--- src/rtl/fwd_hazard_if.sv ---
// Bus between the pipeline control and fwd_hazard_unit: the EX/ID instruction
// fields the unit needs plus the bypass selects and stall it returns.
interface fwd_hazard_if #(
  parameter int unsigned REG_AW = 5,
  parameter int unsigned DEPTH  = 2
);
  localparam int unsigned SW = $clog2(DEPTH + 1);

  logic              ex_valid;
  logic [REG_AW-1:0] ex_rs;
  logic [REG_AW-1:0] ex_rt;
  logic [REG_AW-1:0] ex_rd;
  logic              ex_regwrite;
  logic              ex_memread;
  logic              id_valid;
  logic [REG_AW-1:0] id_rs;
  logic [REG_AW-1:0] id_rt;
  logic              flush;
  logic [SW-1:0]     fa;
  logic [SW-1:0]     fb;
  logic              stall;

  // Pipeline control side
  modport master (
    output ex_valid, ex_rs, ex_rt, ex_rd, ex_regwrite, ex_memread,
    output id_valid, id_rs, id_rt, flush,
    input  fa, fb, stall
  );

  // Hazard unit side
  modport slave (
    input  ex_valid, ex_rs, ex_rt, ex_rd, ex_regwrite, ex_memread,
    input  id_valid, id_rs, id_rt, flush,
    output fa, fb, stall
  );
endinterface

--- src/rtl/fwd_hazard_unit.sv ---
// Forwarding and load-use hazard unit for the pipelined MIPS core.
// Tracks destination tags of DEPTH in-flight instructions past EX, produces
// bypass selects for the EX operands and a stall request for ID.
// Optional feature macro: FWD_PERF_EN adds the saturating stall_cnt port.
module fwd_hazard_unit #(
  parameter int unsigned REG_AW   = 5,
  parameter int unsigned DEPTH    = 2,
  parameter int unsigned LOAD_LAT = 1
) (
  input  logic           clk,
  input  logic           rst,
  fwd_hazard_if.slave    bus
`ifdef FWD_PERF_EN
  ,
  output logic [31:0]    stall_cnt
`endif
);

  localparam int unsigned SW = $clog2(DEPTH + 1);

  // Tag pipeline: index k is stage k (1 = EX/MEM)
  logic              r_v  [1:DEPTH];
  logic [REG_AW-1:0] r_rd [1:DEPTH];
  logic              r_rw [1:DEPTH];
  logic              r_ld [1:DEPTH];

  logic              w_live [1:DEPTH];
  logic [SW-1:0]     w_fa;
  logic [SW-1:0]     w_fb;
  logic              w_fa_rdy;
  logic              w_fb_rdy;
  logic              w_ex_live;
  logic [1:0]        w_hz;
  logic [REG_AW-1:0] w_src;
  logic              w_hit;
  logic              w_ld;
  int                w_pos;
  logic              w_stall;

  // Shift tags down the pipeline; stage 1 captures the EX instruction unless flushed
  always_ff @(posedge clk or posedge rst) begin
    if (rst) begin
      for (int k = 1; k <= int'(DEPTH); k++) begin
        r_v[k]  <= 1'b0;
        r_rd[k] <= '0;
        r_rw[k] <= 1'b0;
        r_ld[k] <= 1'b0;
      end
    end else begin
      r_v[1]  <= bus.ex_valid & ~bus.flush;
      r_rd[1] <= bus.ex_rd;
      r_rw[1] <= bus.ex_regwrite;
      r_ld[1] <= bus.ex_memread;
      for (int k = 2; k <= int'(DEPTH); k++) begin
        r_v[k]  <= r_v[k-1];
        r_rd[k] <= r_rd[k-1];
        r_rw[k] <= r_rw[k-1];
        r_ld[k] <= r_ld[k-1];
      end
    end
  end

  // A stage is a forwarding candidate only if it really writes a non-zero register
  always_comb begin
    for (int k = 1; k <= int'(DEPTH); k++) begin
      w_live[k] = r_v[k] & r_rw[k] & (r_rd[k] != '0);
    end
  end

  // Bypass selects: scan far-to-near so the nearest live match is kept
  always_comb begin
    w_fa     = '0;
    w_fb     = '0;
    w_fa_rdy = 1'b1;
    w_fb_rdy = 1'b1;
    for (int k = int'(DEPTH); k >= 1; k--) begin
      if (w_live[k] && (r_rd[k] == bus.ex_rs)) begin
        w_fa     = SW'(k);
        w_fa_rdy = ~r_ld[k] | (k > int'(LOAD_LAT));
      end
      if (w_live[k] && (r_rd[k] == bus.ex_rt)) begin
        w_fb     = SW'(k);
        w_fb_rdy = ~r_ld[k] | (k > int'(LOAD_LAT));
      end
    end
    if (rst) begin
      w_fa = '0;
      w_fb = '0;
    end
  end

  // Load-use stall: ID sees EX-now at position 1 and stage k at position k+1 next cycle
  always_comb begin
    w_ex_live = bus.ex_valid & bus.ex_regwrite & (bus.ex_rd != '0);
    w_hz      = 2'b00;
    w_src     = '0;
    w_hit     = 1'b0;
    w_ld      = 1'b0;
    w_pos     = 0;
    for (int s = 0; s < 2; s++) begin
      w_src = (s == 0) ? bus.id_rs : bus.id_rt;
      w_hit = 1'b0;
      w_ld  = 1'b0;
      w_pos = 0;
      for (int k = int'(DEPTH); k >= 1; k--) begin
        if (w_live[k] && (r_rd[k] == w_src)) begin
          w_hit = 1'b1;
          w_ld  = r_ld[k];
          w_pos = k + 1;
        end
      end
      if (w_ex_live && (bus.ex_rd == w_src)) begin
        w_hit = 1'b1;
        w_ld  = bus.ex_memread;
        w_pos = 1;
      end
      w_hz[s] = (w_src != '0) & w_hit & w_ld & (w_pos < int'(LOAD_LAT) + 1);
    end
    w_stall = bus.id_valid & ~bus.flush & (|w_hz) & ~rst;
  end

  assign bus.fa    = w_fa;
  assign bus.fb    = w_fb;
  assign bus.stall = w_stall;

`ifdef FWD_PERF_EN
  logic [31:0] r_stall_cnt;

  // Saturating count of stalled cycles
  always_ff @(posedge clk or posedge rst) begin
    if (rst) begin
      r_stall_cnt <= '0;
    end else if (w_stall && (r_stall_cnt != 32'hFFFF_FFFF)) begin
      r_stall_cnt <= r_stall_cnt + 32'd1;
    end
  end

  assign stall_cnt = r_stall_cnt;
`endif

  // After a correct stall the selected producer must already hold forwardable data
  a_fwd_ready : assert property (@(posedge clk) disable iff (rst)
    (bus.ex_valid & ~bus.flush) |-> (w_fa_rdy & w_fb_rdy));

endmodule
--- src/flat_wrapper.sv ---
// flat-port wrapper written by rule: the top's interface ports become plain ports
module fwd_hazard_unit_flat 
#(
  parameter int unsigned REG_AW   = 5,
  parameter int unsigned DEPTH    = 2,
  parameter int unsigned LOAD_LAT = 1
)
  (clk, rst, bus_ex_valid, bus_ex_rs, bus_ex_rt, bus_ex_rd, bus_ex_regwrite, bus_ex_memread, bus_id_valid, bus_id_rs, bus_id_rt, bus_flush, bus_fa, bus_fb, bus_stall);
  fwd_hazard_if #(.REG_AW(REG_AW), .DEPTH(DEPTH)) bus_i ();
  input  logic clk;
  input  logic rst;
  input wire logic [$bits(bus_i.ex_valid)-1:0] bus_ex_valid;
  input wire logic [$bits(bus_i.ex_rs)-1:0] bus_ex_rs;
  input wire logic [$bits(bus_i.ex_rt)-1:0] bus_ex_rt;
  input wire logic [$bits(bus_i.ex_rd)-1:0] bus_ex_rd;
  input wire logic [$bits(bus_i.ex_regwrite)-1:0] bus_ex_regwrite;
  input wire logic [$bits(bus_i.ex_memread)-1:0] bus_ex_memread;
  input wire logic [$bits(bus_i.id_valid)-1:0] bus_id_valid;
  input wire logic [$bits(bus_i.id_rs)-1:0] bus_id_rs;
  input wire logic [$bits(bus_i.id_rt)-1:0] bus_id_rt;
  input wire logic [$bits(bus_i.flush)-1:0] bus_flush;
  output wire logic [$bits(bus_i.fa)-1:0] bus_fa;
  output wire logic [$bits(bus_i.fb)-1:0] bus_fb;
  output wire logic [$bits(bus_i.stall)-1:0] bus_stall;
  assign bus_i.ex_valid = bus_ex_valid;
  assign bus_i.ex_rs = bus_ex_rs;
  assign bus_i.ex_rt = bus_ex_rt;
  assign bus_i.ex_rd = bus_ex_rd;
  assign bus_i.ex_regwrite = bus_ex_regwrite;
  assign bus_i.ex_memread = bus_ex_memread;
  assign bus_i.id_valid = bus_id_valid;
  assign bus_i.id_rs = bus_id_rs;
  assign bus_i.id_rt = bus_id_rt;
  assign bus_i.flush = bus_flush;
  assign bus_fa = bus_i.fa;
  assign bus_fb = bus_i.fb;
  assign bus_stall = bus_i.stall;
  fwd_hazard_unit #(.REG_AW(REG_AW), .DEPTH(DEPTH), .LOAD_LAT(LOAD_LAT)) u_core (.clk(clk), .rst(rst), .bus(bus_i));
endmodule
--- config.mk ---
export PLATFORM = sky130hd
export DESIGN_NAME = fwd_hazard_unit_flat
export DESIGN_NICKNAME = d
export VERILOG_FILES = /design/src/rtl/fwd_hazard_if.sv /design/src/rtl/fwd_hazard_unit.sv /design/src/flat_wrapper.sv
export SDC_FILE = /design/constraint.sdc
export NUM_CORES = 1
export LEC_CHECK = 0
export CAP_MARGIN = 5
export CORE_MARGIN = 4
export CORE_UTILIZATION = 60
export DETAILED_ROUTE_END_ITERATION = 7
export DONT_BUFFER_PORTS = 1
export PLACE_DENSITY = 0.76
export RECOVER_POWER = 100
export SYNTH_ARGS = -nofsm -noshare
export SYNTH_HDL_FRONTEND = slang
export SYNTH_SLANG_ARGS = --single-unit
--- constraint.sdc ---
create_clock -name clk -period 5.3 [get_ports clk]
set_input_delay 1.06 -clock clk [delete_from_list [all_inputs] [get_ports clk]]
set_output_delay 1.06 -clock clk [all_outputs]
set_load 0.03 [all_outputs]
==> Yosys cells after proc, flatten, opt, wreduce, memory -nomap -nowiden <==
Index checks and enable logic that the tools add are counted.
{ "word_totals": {"reg_bits": 16, "output_inout_bits": 5, "inputBits": 32, "wordCells": 78} }
{ "classes": {"bitwise": 18, "reduce_logical": 16, "n_lt_le_gt_ge": 2, "muxes": 24, "n_eq_ne": 10} }
{ "op_table": {"columns": ["cell", "n"], "rows": [
  ["equality test 5 bit", 10],
  ["nonzero test 5 bit", 5],
  ["2-to-1 mux 2 bit", 12],
  ["AND 1 bit", 16],
  ["2-to-1 mux 1 bit", 12],
  ["logical AND 1 bit", 10],
  ["< comparator 2 bit, second input constant", 2],
  ["inverter 1 bit", 2],
  ["OR reduction 2 bit", 1]
]} }

==> Longest topological paths before layout <==
Gate-level depths: netlist of the first run.
{ "depth": {"depth_word": 12, "ltp_mapped": 4} }

==> Least setup slack after synthesis of the first run <==
No wires, ideal clock.
{ "synth_path": {"kind": "input port to output port", "from": "input port rst", "to": "output port bus_fa[1]", "setup_slack_ns": 1.546, "arrival_time_ns": 2.694, "n_path_buf": 0, "stages": 4, "required_time_ns": 4.240, "path_cell_list": "inv_1 o2111ai_1 or4_1 nor4_2"} }
{ "synth_between": {"elab_chain_cells": 1} }
{ "synth_rtl": {"columns": ["element", "line_no", "rtl"], "rows": [
  ["start: declaration", "flat_wrapper.sv:11", "input logic rst;"],
  ["2-to-1 mux 2 bit", "fwd_hazard_unit.sv:86", "if (rst) begin"],
  ["end: declaration", "flat_wrapper.sv:22", "output wire logic [$bits(bus_i.fa)-1:0] bus_fa;"]
]} }
No other way between the ends.

==> Final worst setup path of the first run <==
Same ends and word-level chain as after synthesis.

==> impl_metrics.py, run 1 <==
metrics = {
    "placement": {
        "hpwl_mm": 1.21,
        "postPlaceCellArea_um2": 817,
        "dp_cells": 87,
        "portBuffers": 0,
        "dp_slack_ps": 1350,
        "gp_congestion": 0.822,
    },
    "detailed_routing": {
        "viasPerCell": 6.28,
        "wl_per_cell_um": 15.8,
        "drc": 0,
        "drt_wl_total_mm": 1.42,
        "drt_iter0_drc": 6,
        "postRouteAntennaNets": 0,
        "drtPass1Iterations": 5,
        "route.vias.total": 565,
    },
    "finish": {
        "final_cell_mix": "xnor2_1, dfrtp_1, xor2_1",
        "drive_gt1_share_pct": 5.26,
        "area_growth_pct": 4.07,
        "fin_util_pct": 70.1,
        "antennaDiodeCount": 0,
        "final_common_cell": "xnor2_1",
        "nNetsFinal": 110,
        "final_cell_area_um2": 832,
        "final_cell_count_no_fill": 90,
    },
    "worst_setup_path": {
        "crit_family": "simple AND/OR/NAND/NOR gates",
        "slowest_stage": "nor4_1",
        "cp-start-kind": "input pin",
        "worstPathCellList": "inv_1, o2111ai_1, or4_1, nor4_1",
        "critPathMaxStageDelay_ps": 970,
        "critPathKind": "in2out",
        "crit_path_end_kind": "primary output",
        "crit_required_ps": 4240,
        "worst-path-buf-inv": 1,
        "arrival_ps": 3220,
        "critPathMaxFanout": 17,
    },
    "sta": {
        "hold_viol": 0,
        "fin_hold_ws_ps": 404,
        "setup_violations": 0,
        "setup_tns_ps": 0,
        "maxSlewViolCount": 0,
        "worst_pin_slew_ps": 1260,
        "slew_headroom_pct": 15.1,
        "period_needed_ps": 4280,
        "fmax_mhz": 233,
        "setup_ws_ps": 1020,
        "rsz0062_at_grt": "false",
        "skew_ps": 1.32,
        "fin_crit_sh_pct": 80.8,
    },
    "global_route": {
        "grt_pass1_vias": 615,
        "overflow": 0,
        "antenna_found_initial": 0,
        "grt.total_usage_pct": 16.1,
        "grt_max_degree": 18,
        "grt_pass1_wl_mm": 2.35,
    },
    "clocking": {
        "post_cts.repair.setup_buffers": 0,
        "cts_inserted_buffers": 3,
        "post_cts_resized": 0,
        "clock_latency_ps": 260,
        "cts_tree": "yes",
        "cts_buffer_depth": 2,
        "htreeDepth": 1,
        "clock-sinks": 14,
        "cts.clk_slew.worst_paths_ps": 70,
        "hold_buffers": 0,
        "root_buffer": "clkbuf_4",
    },
    "floorplanning": {
        "die_area_um2": 1980,
        "start_util_pct": 67.4,
        "die_y_um": 44.5,
        "num_io_pins": 37,
        "die_x_um": 44.5,
        "floorplan.core_area_um2": 1190,
        "fp-row-count": 12,
    },
    "status": {
        "run_status": "finished clean",
    },
    "pwr": {
        "p_total_mw": 0.197,
        "p_leak_nw": 0.304,
        "vdd_drop_max_mv": 0.168,
        "power_density_nw_per_um2": 236,
    },
    "yosys": {
        "syn_area_per_cell_um2": 11.0,
        "ys_types": 21,
        "synthCells": 73,
        "yosys_register_bits": 14,
        "yosysWarnings": 0,
        "netlist_area_um2": 800,
        "ys_seq_area_share_pct": 43.8,
        "syn-num-nets": 105,
    },
    "run": {
        "maxCapViolations": 0,
    },
    "hold_path": {
        "hold_path.class": "reg2reg",
    },
}
==> layer usage <==
layer	vias up	GRT usage (%)	routed length [um]
li1	267	-	-
met4	0	10.8	19
met3	2	3.66	208
met1	255	17.4	530
met2	41	27.5	661
met5	-	0	0
==> worst paths after layout <==
check | from | end | slack [ps] | cells past startpoint
max in group asynchronous | rst | u_core.r_rd[4]$_DFF_PP0_ | 4200 | 1
min in group asynchronous | rst | u_core.r_v[0]$_DFF_PP0_ | 730 | 1
hold / removal | u_core.r_v[1]$_DFF_PP0_ | u_core.r_v[0]$_DFF_PP0_ | 400 | 0
setup / recovery | rst | bus_fa[1] | 1020 | 4
setup reg to reg | u_core.r_rd[9]$_DFF_PP0_ | u_core.r_rd[4]$_DFF_PP0_ | 4730 | 0
hold reg to reg | u_core.r_v[1]$_DFF_PP0_ | u_core.r_v[0]$_DFF_PP0_ | 400 | 0
==> logic make-up (layout without fill, tap and decap cells) <==
group | count (synthesis) | in the layout | share of synthesized area (%)
simple gates | 23 | 23 | 17.5
compound gates | 7 | 7 | 7.51
buf+inv | 1 | 4 | 0.469
flops | 14 | 14 | 43.8
xor+xnor | 28 | 28 | 30.7
==> state kept, by name, summed over array words and instances (netlist names) <==
register and cells:
u_core.r_rd 10, u_core.r_v 2, u_core.r_rw 2
==> area by class of cell <==
type	instances	area [um2]
sequential	14	350
clock buffer	3	22.5
tap	14	17.5
multi-input combinational	58	438
inverter	1	3.75
fill	90	354
==> power breakdown <==
| group | switching [mW] | internal [mW] |
|---|---|---|
| clock | 0.0276 | 0.0262 |
| combinational | 0.0100 | 0.0149 |
| sequential | 0.00569 | 0.112 |
==> cells in the mapped netlist <==
library cell / count / area (um2)
o211ai_2: 1 / 12.5
nor3_1: 2 / 10.0
nand3_1: 4 / 20.0
dfrtp_1: 14 / 350
nand2_1: 2 / 7.51
and2_1: 1 / 6.26
xor2_1: 12 / 105
nand4_1: 2 / 12.5
o221a_2: 1 / 11.3
and2_2: 1 / 7.51
xnor2_1: 16 / 140
nor2_1: 2 / 7.51
nor3b_1: 1 / 7.51
o41ai_1: 2 / 17.5
inv_1: 1 / 3.75
a21oi_1: 2 / 10.0
nor2b_1: 1 / 6.26
nor4_2: 1 / 12.5
o2111ai_1: 1 / 8.76
nor4_1: 2 / 12.5
or4_1: 4 / 30.0
Power figures use the tool's default switching activity.
==> run 2, diff against run 1 <==
Settings changed: CORE_UTILIZATION 60 to 59, PLACE_DENSITY 0.76 to 0.75.
Clock period 5.3 ns to 4.1 ns, I/O delays scaled along.
==> run 2 against run 1 <==
Sequential share of layout area shrank 1.6 points. Sequential cell count unchanged. Wire length is 2.6% higher. Cell area up 3.9%. Die area up 1.4%. Worst hold slack lost 15 ps. First-iteration DRC count shrank 50%. Largest power group unchanged.
==> impl_metrics.py, run 2 (same netlist as run 1, synthesis figures left out) <==
metrics = {
    "worst_setup_path": {
        "critPathKind": "in2out",
        "r2r_start": "u_core.r_rd[8]$_DFF_PP0_",
        "worstPathCellList": "inv_1, buf_4, o2111ai_1, or4_1, nor4_2, clkbuf_1",
        "crit_required_ps": 3280,
        "crit_path_end_kind": "primary output",
        "startpoint": "rst",
        "critPathMaxFanout": 17,
        "worst-path-buf-inv": 3,
        "arrival_ps": 2260,
        "slowest_stage": "or4_1",
        "crit_family": "simple AND/OR/NAND/NOR gates",
        "cp-start-kind": "input pin",
        "critPathMaxStageDelay_ps": 560,
    },
    "detailed_routing": {
        "drt_wl_total_mm": 1.46,
        "viasPerCell": 5.94,
        "wl_per_cell_um": 15.3,
        "postRouteAntennaNets": 0,
        "drtPass1Iterations": 2,
        "route.vias.total": 564,
        "drt_iter0_drc": 3,
        "drc": 0,
    },
    "clocking": {
        "htreeDepth": 1,
        "cts_buffer_depth": 2,
        "hold_buffers": 0,
        "cts_inserted_buffers": 3,
        "clock-sinks": 14,
        "clock_latency_ps": 270,
        "post_cts.repair.setup_buffers": 0,
        "cts_tree": "yes",
        "post_cts_resized": 0,
        "cts.clk_slew.worst_paths_ps": 70,
        "root_buffer": "clkbuf_4",
    },
    "placement": {
        "hpwl_mm": 1.24,
        "portBuffers": 0,
        "dp_slack_ps": 1130,
        "gp_congestion": 0.928,
        "postPlaceCellArea_um2": 841,
    },
    "sta": {
        "maxSlewViolCount": 0,
        "fin_crit_sh_pct": 75.1,
        "skew_ps": 0.761,
        "worst_pin_slew_ps": 427,
        "setup_ws_ps": 1020,
        "period_needed_ps": 3080,
        "slew_headroom_pct": 71.5,
        "hold_viol": 0,
        "setup_tns_ps": 0,
        "rsz0062_at_grt": "false",
        "fmax_mhz": 325,
        "setup_violations": 0,
    },
    "finish": {
        "final_cell_area_um2": 865,
        "final_common_cell": "xnor2_1",
        "nNetsFinal": 113,
        "area_growth_pct": 8.14,
        "final_cell_mix": "xnor2_1, dfrtp_1, xor2_1",
        "multiInputGateArea_um2": 440,
        "fillers": 113,
        "largest-register": "u_core.r_rd",
        "drive_gt1_share_pct": 8.75,
        "biggestRegsByFlops": "u_core.r_rd x10, u_core.r_rw x2, u_core.r_v x2",
        "antennaDiodeCount": 0,
        "seq_area_um2": 350,
        "largest_reg_flops": 10,
        "fin_util_pct": 67.3,
    },
    "pwr": {
        "switching_power_mw": 0.0595,
        "pwr-share-comb_pct": 12.0,
        "p_leak_nw": 0.318,
        "power_density_nw_per_um2": 322,
        "p_int_mw": 0.219,
        "seqPwrFrac_pct": 54.7,
        "vdd_drop_max_mv": 0.221,
        "power_frac_clock_pct": 33.3,
        "p_sw_share_pct": 21.4,
    },
    "hold_path": {
        "hp-start": "u_core.r_rw[1]$_DFF_PP0_",
        "hold_path.class": "reg2reg",
    },
    "global_route": {
        "grt.total_usage_pct": 16.3,
        "grt_max_degree": 18,
        "overflow": 0,
        "grt_pass1_vias": 655,
        "antenna_found_initial": 0,
        "grt_pass1_wl_mm": 2.35,
    },
    "floorplanning": {
        "start_util_pct": 62.2,
        "die_area_um2": 2010,
        "die_x_um": 44.8,
        "die_y_um": 44.8,
        "floorplan.core_area_um2": 1280,
        "fp-row-count": 13,
        "num_io_pins": 37,
    },
    "status": {
        "run_status": "finished clean",
    },
    "run": {
        "maxCapViolations": 0,
    },
}
## run 2: cell count changes in the layout (fill, tap and decap cells not counted), sizes merged
cell	delta
clkbuf	+3
buf	+1
## run 2: per-layer routing
layer	wire length (um)	global-route usage [%]
met4	19	8.77
met3	213	5.58
met2	689	28.7
met5	0	0
met1	535	16.8
## run 2: area by class of cell
type | count | area share, %
clock buffers | 4 | 4.20
inverters | 1 | 0.434
multi-input cells | 58 | 50.9
flip-flops and latches | 14 | 40.5
well taps | 15 | 2.17
repair buffers | 3 | 1.74
## run 2: worst paths after layout
path | to | slack [ps] | depth (start not counted)
max in group asynchronous | u_core.r_rd[4]$_DFF_PP0_ | 3500 | 2
setup / recovery | bus_fa[1] | 1020 | 6
setup reg to reg | u_core.r_rd[3]$_DFF_PP0_ | 3520 | 0
hold reg to reg | u_core.r_rw[0]$_DFF_PP0_ | 390 | 0
min in group asynchronous | u_core.r_rw[1]$_DFF_PP0_ | 430 | 2
hold / removal | u_core.r_rw[0]$_DFF_PP0_ | 390 | 0
## run 2: power groups by stage
stage	Combinational [mW]	Clock (mW)	Sequential (mW)
6_report	0.0335	0.0926	0.152
5_1_grt	0.0376	0.101	0.154
4_1_cts	0.0342	0.0965	0.153
3_5_place_dp	0.0339	0	0.155
3_3_place_gp	0.0332	0	0.155
2_1_floorplan	0.0295	0	0.153
## run 2: per-stage QoR
step | std cells | power, mW | hold WS [ps]
final | 95 | 0.278 | 389
after global routing | 95 | 0.293 | 405
after CTS | 95 | 0.283 | 404
after detailed placement | 91 | 0.189 | 386
after global placement | 91 | 0.188 | 386
after floorplan | 73 | 0.183 | 371
==> run 3, diff against run 2 <==
Settings changed: CORE_UTILIZATION 59 to 53, PLACE_DENSITY 0.75 to 0.71.
Clock period 4.1 ns to 2.6 ns, I/O delays scaled along.
==> run 3 against run 2 <==
Critical endpoint unchanged. Clock skew about the same. Sequential power increased by 58%. Clock power is 59% higher. Core utilization decreased by 1.3 points. Combinational power up 71%. Highest routed layer unchanged. Global-route usage increased by 0.34 points. Sequential cell count unchanged. Critical path type is now reg2out. Power is 60% higher. Setup slack lost 940 ps.
==> impl_metrics.py, run 3 (same netlist as run 1, synthesis figures left out) <==
metrics = {
    "pwr": {
        "p_leak_nw": 0.335,
        "p_total_mw": 0.444,
        "power_density_nw_per_um2": 493,
        "vdd_drop_max_mv": 0.309,
    },
    "detailed_routing": {
        "drt_iter0_drc": 5,
        "drtPass1Iterations": 4,
        "drt_wl_total_mm": 1.57,
        "viasPerCell": 5.93,
        "postRouteAntennaNets": 0,
        "drc": 0,
        "route.vias.total": 575,
        "wl_per_cell_um": 16.2,
    },
    "sta": {
        "setup_violations": 0,
        "hold_viol": 0,
        "period_needed_ps": 2520,
        "setup_ws_ps": 82.5,
        "rsz0062_at_grt": "false",
        "skew_ps": 0.802,
        "setup_tns_ps": 0,
        "fin_crit_sh_pct": 96.8,
        "slew_headroom_pct": 49.4,
        "worst_pin_slew_ps": 759,
        "maxSlewViolCount": 0,
        "fmax_mhz": 397,
    },
    "clocking": {
        "cts_inserted_buffers": 3,
        "root_buffer": "clkbuf_4",
        "cts.clk_slew.worst_paths_ps": 80,
        "clock_latency_ps": 270,
        "cts_buffer_depth": 2,
        "htreeDepth": 1,
        "hold_buffers": 0,
        "clock-sinks": 14,
        "cts_tree": "yes",
    },
    "worst_setup_path": {
        "startpoint": "u_core.r_rd[5]$_DFF_PP0_",
        "critPathKind": "reg2out",
        "r2r_start": "u_core.r_rd[8]$_DFF_PP0_",
        "endpoint": "bus_fa[1]",
        "reg2reg_depth": 0,
        "critPathMaxFanout": 4,
        "regToRegSetupSlack_ps": 2030,
        "arrival_ps": 2000,
        "worstReg2RegEnd": "u_core.r_rd[3]$_DFF_PP0_",
        "cp-start-kind": "flip-flop",
        "crit_path_end_kind": "primary output",
        "crit_required_ps": 2080,
    },
    "finish": {
        "biggestRegsByFlops": "u_core.r_rd x10, u_core.r_rw x2, u_core.r_v x2",
        "largest-register": "u_core.r_rd",
        "final_cell_count_no_fill": 97,
        "seq_area_um2": 350,
        "drive_gt1_share_pct": 14.6,
        "largest_reg_flops": 10,
        "antennaDiodeCount": 0,
        "final_common_cell": "xnor2_1",
        "nNetsFinal": 115,
        "fillers": 118,
        "multiInputGateArea_um2": 460,
        "final_cell_mix": "xnor2_1, dfrtp_1, xor2_1",
        "area_growth_pct": 12.7,
    },
    "floorplanning": {
        "die_x_um": 46.8,
        "floorplan.core_area_um2": 1370,
        "die_area_um2": 2190,
        "start_util_pct": 58.5,
        "die_y_um": 46.8,
        "num_io_pins": 37,
        "fp-row-count": 13,
    },
    "placement": {
        "dp_slack_ps": 380,
        "gp_congestion": 0.849,
        "hpwl_mm": 1.33,
        "dp_cells": 91,
        "portBuffers": 0,
    },
    "global_route": {
        "antenna_found_initial": 0,
        "grt_pass1_wl_mm": 2.55,
        "grt_max_degree": 17,
        "busiest_layer": "met2",
        "grt_pass1_vias": 633,
        "overflow": 0,
        "grt.total_usage_pct": 16.6,
        "use_met3_pct": 3.83,
        "grtUsageMet2_pct": 28.5,
        "grt_util_met1_pct": 19.3,
    },
    "hold_path": {
        "hold_path.class": "in2reg",
    },
    "run": {
        "maxCapViolations": 0,
    },
    "status": {
        "run_status": "finished clean",
    },
}
-- run 3: through the flow --
| step | utilization (%) | hold slack (ps) | instance area (um2) |
|---|---|---|---|
| final | 65.9 | 274 | 901 |
| after CTS | 64.8 | 169 | 886 |
| after global routing | 65.9 | 249 | 901 |
| after detailed placement | 62.2 | 397 | 850 |
| after floorplan | - | 371 | 808 |
| after global placement | 62.2 | 399 | 850 |
-- run 3: critical path: stages, from the launching register on --
cell      delay, ps
dfrtp_1         420
or4_1           540
o211ai_2        210
nor4_2          100
nor4_4          260
buf_4           190
-- run 3: worst min-delay path by stage --
stage                                        start                        to  depth (start not counted)
after floorplan           u_core.r_rw[1]$_DFF_PP0_  u_core.r_rw[0]$_DFF_PP0_                          0
after global placement    u_core.r_rw[1]$_DFF_PP0_  u_core.r_rw[0]$_DFF_PP0_                          0
after detailed placement  u_core.r_rw[1]$_DFF_PP0_  u_core.r_rw[0]$_DFF_PP0_                          0
after CTS                                      rst  u_core.r_rd[0]$_DFF_PP0_                          2
after global routing                  bus_ex_rd[1]  u_core.r_rd[6]$_DFF_PP0_                          0
final                              bus_ex_regwrite  u_core.r_rw[1]$_DFF_PP0_                          0
-- run 3: timing repair --
| action | CTS | global route |
|---|---|---|
| setup buffers | 0 | 2 |
| gates resized for setup | 0 | 1 |
| endpoints found under the setup margin | 0 | 1 |
-- run 3: area by class of cell --
cell class	count	area share [%]
flip-flops and latches	14	38.9
clock buffers	4	4.03
multi-input cells	58	51.1
repair buffers	5	3.47
inverters	1	0.417
well taps	15	2.08
-- run 3: where the power goes --
group | switching, mW | total [mW] | leakage (nW) | internal, mW
Combinational | 0.0242 | 0.0573 | 0.148 | 0.0331
Sequential | 0.0113 | 0.240 | 0.166 | 0.229
Clock | 0.0623 | 0.147 | 0.0210 | 0.0850
Total | 0.0978 | 0.444 | 0.335 | 0.347
-- run 3: layer usage --
layer | vias to the layer above | wire length [um]
li1 | 282 | -
met1 | 258 | 568
met2 | 33 | 777
met3 | 2 | 203
met4 | 0 | 19
met5 | - | 0
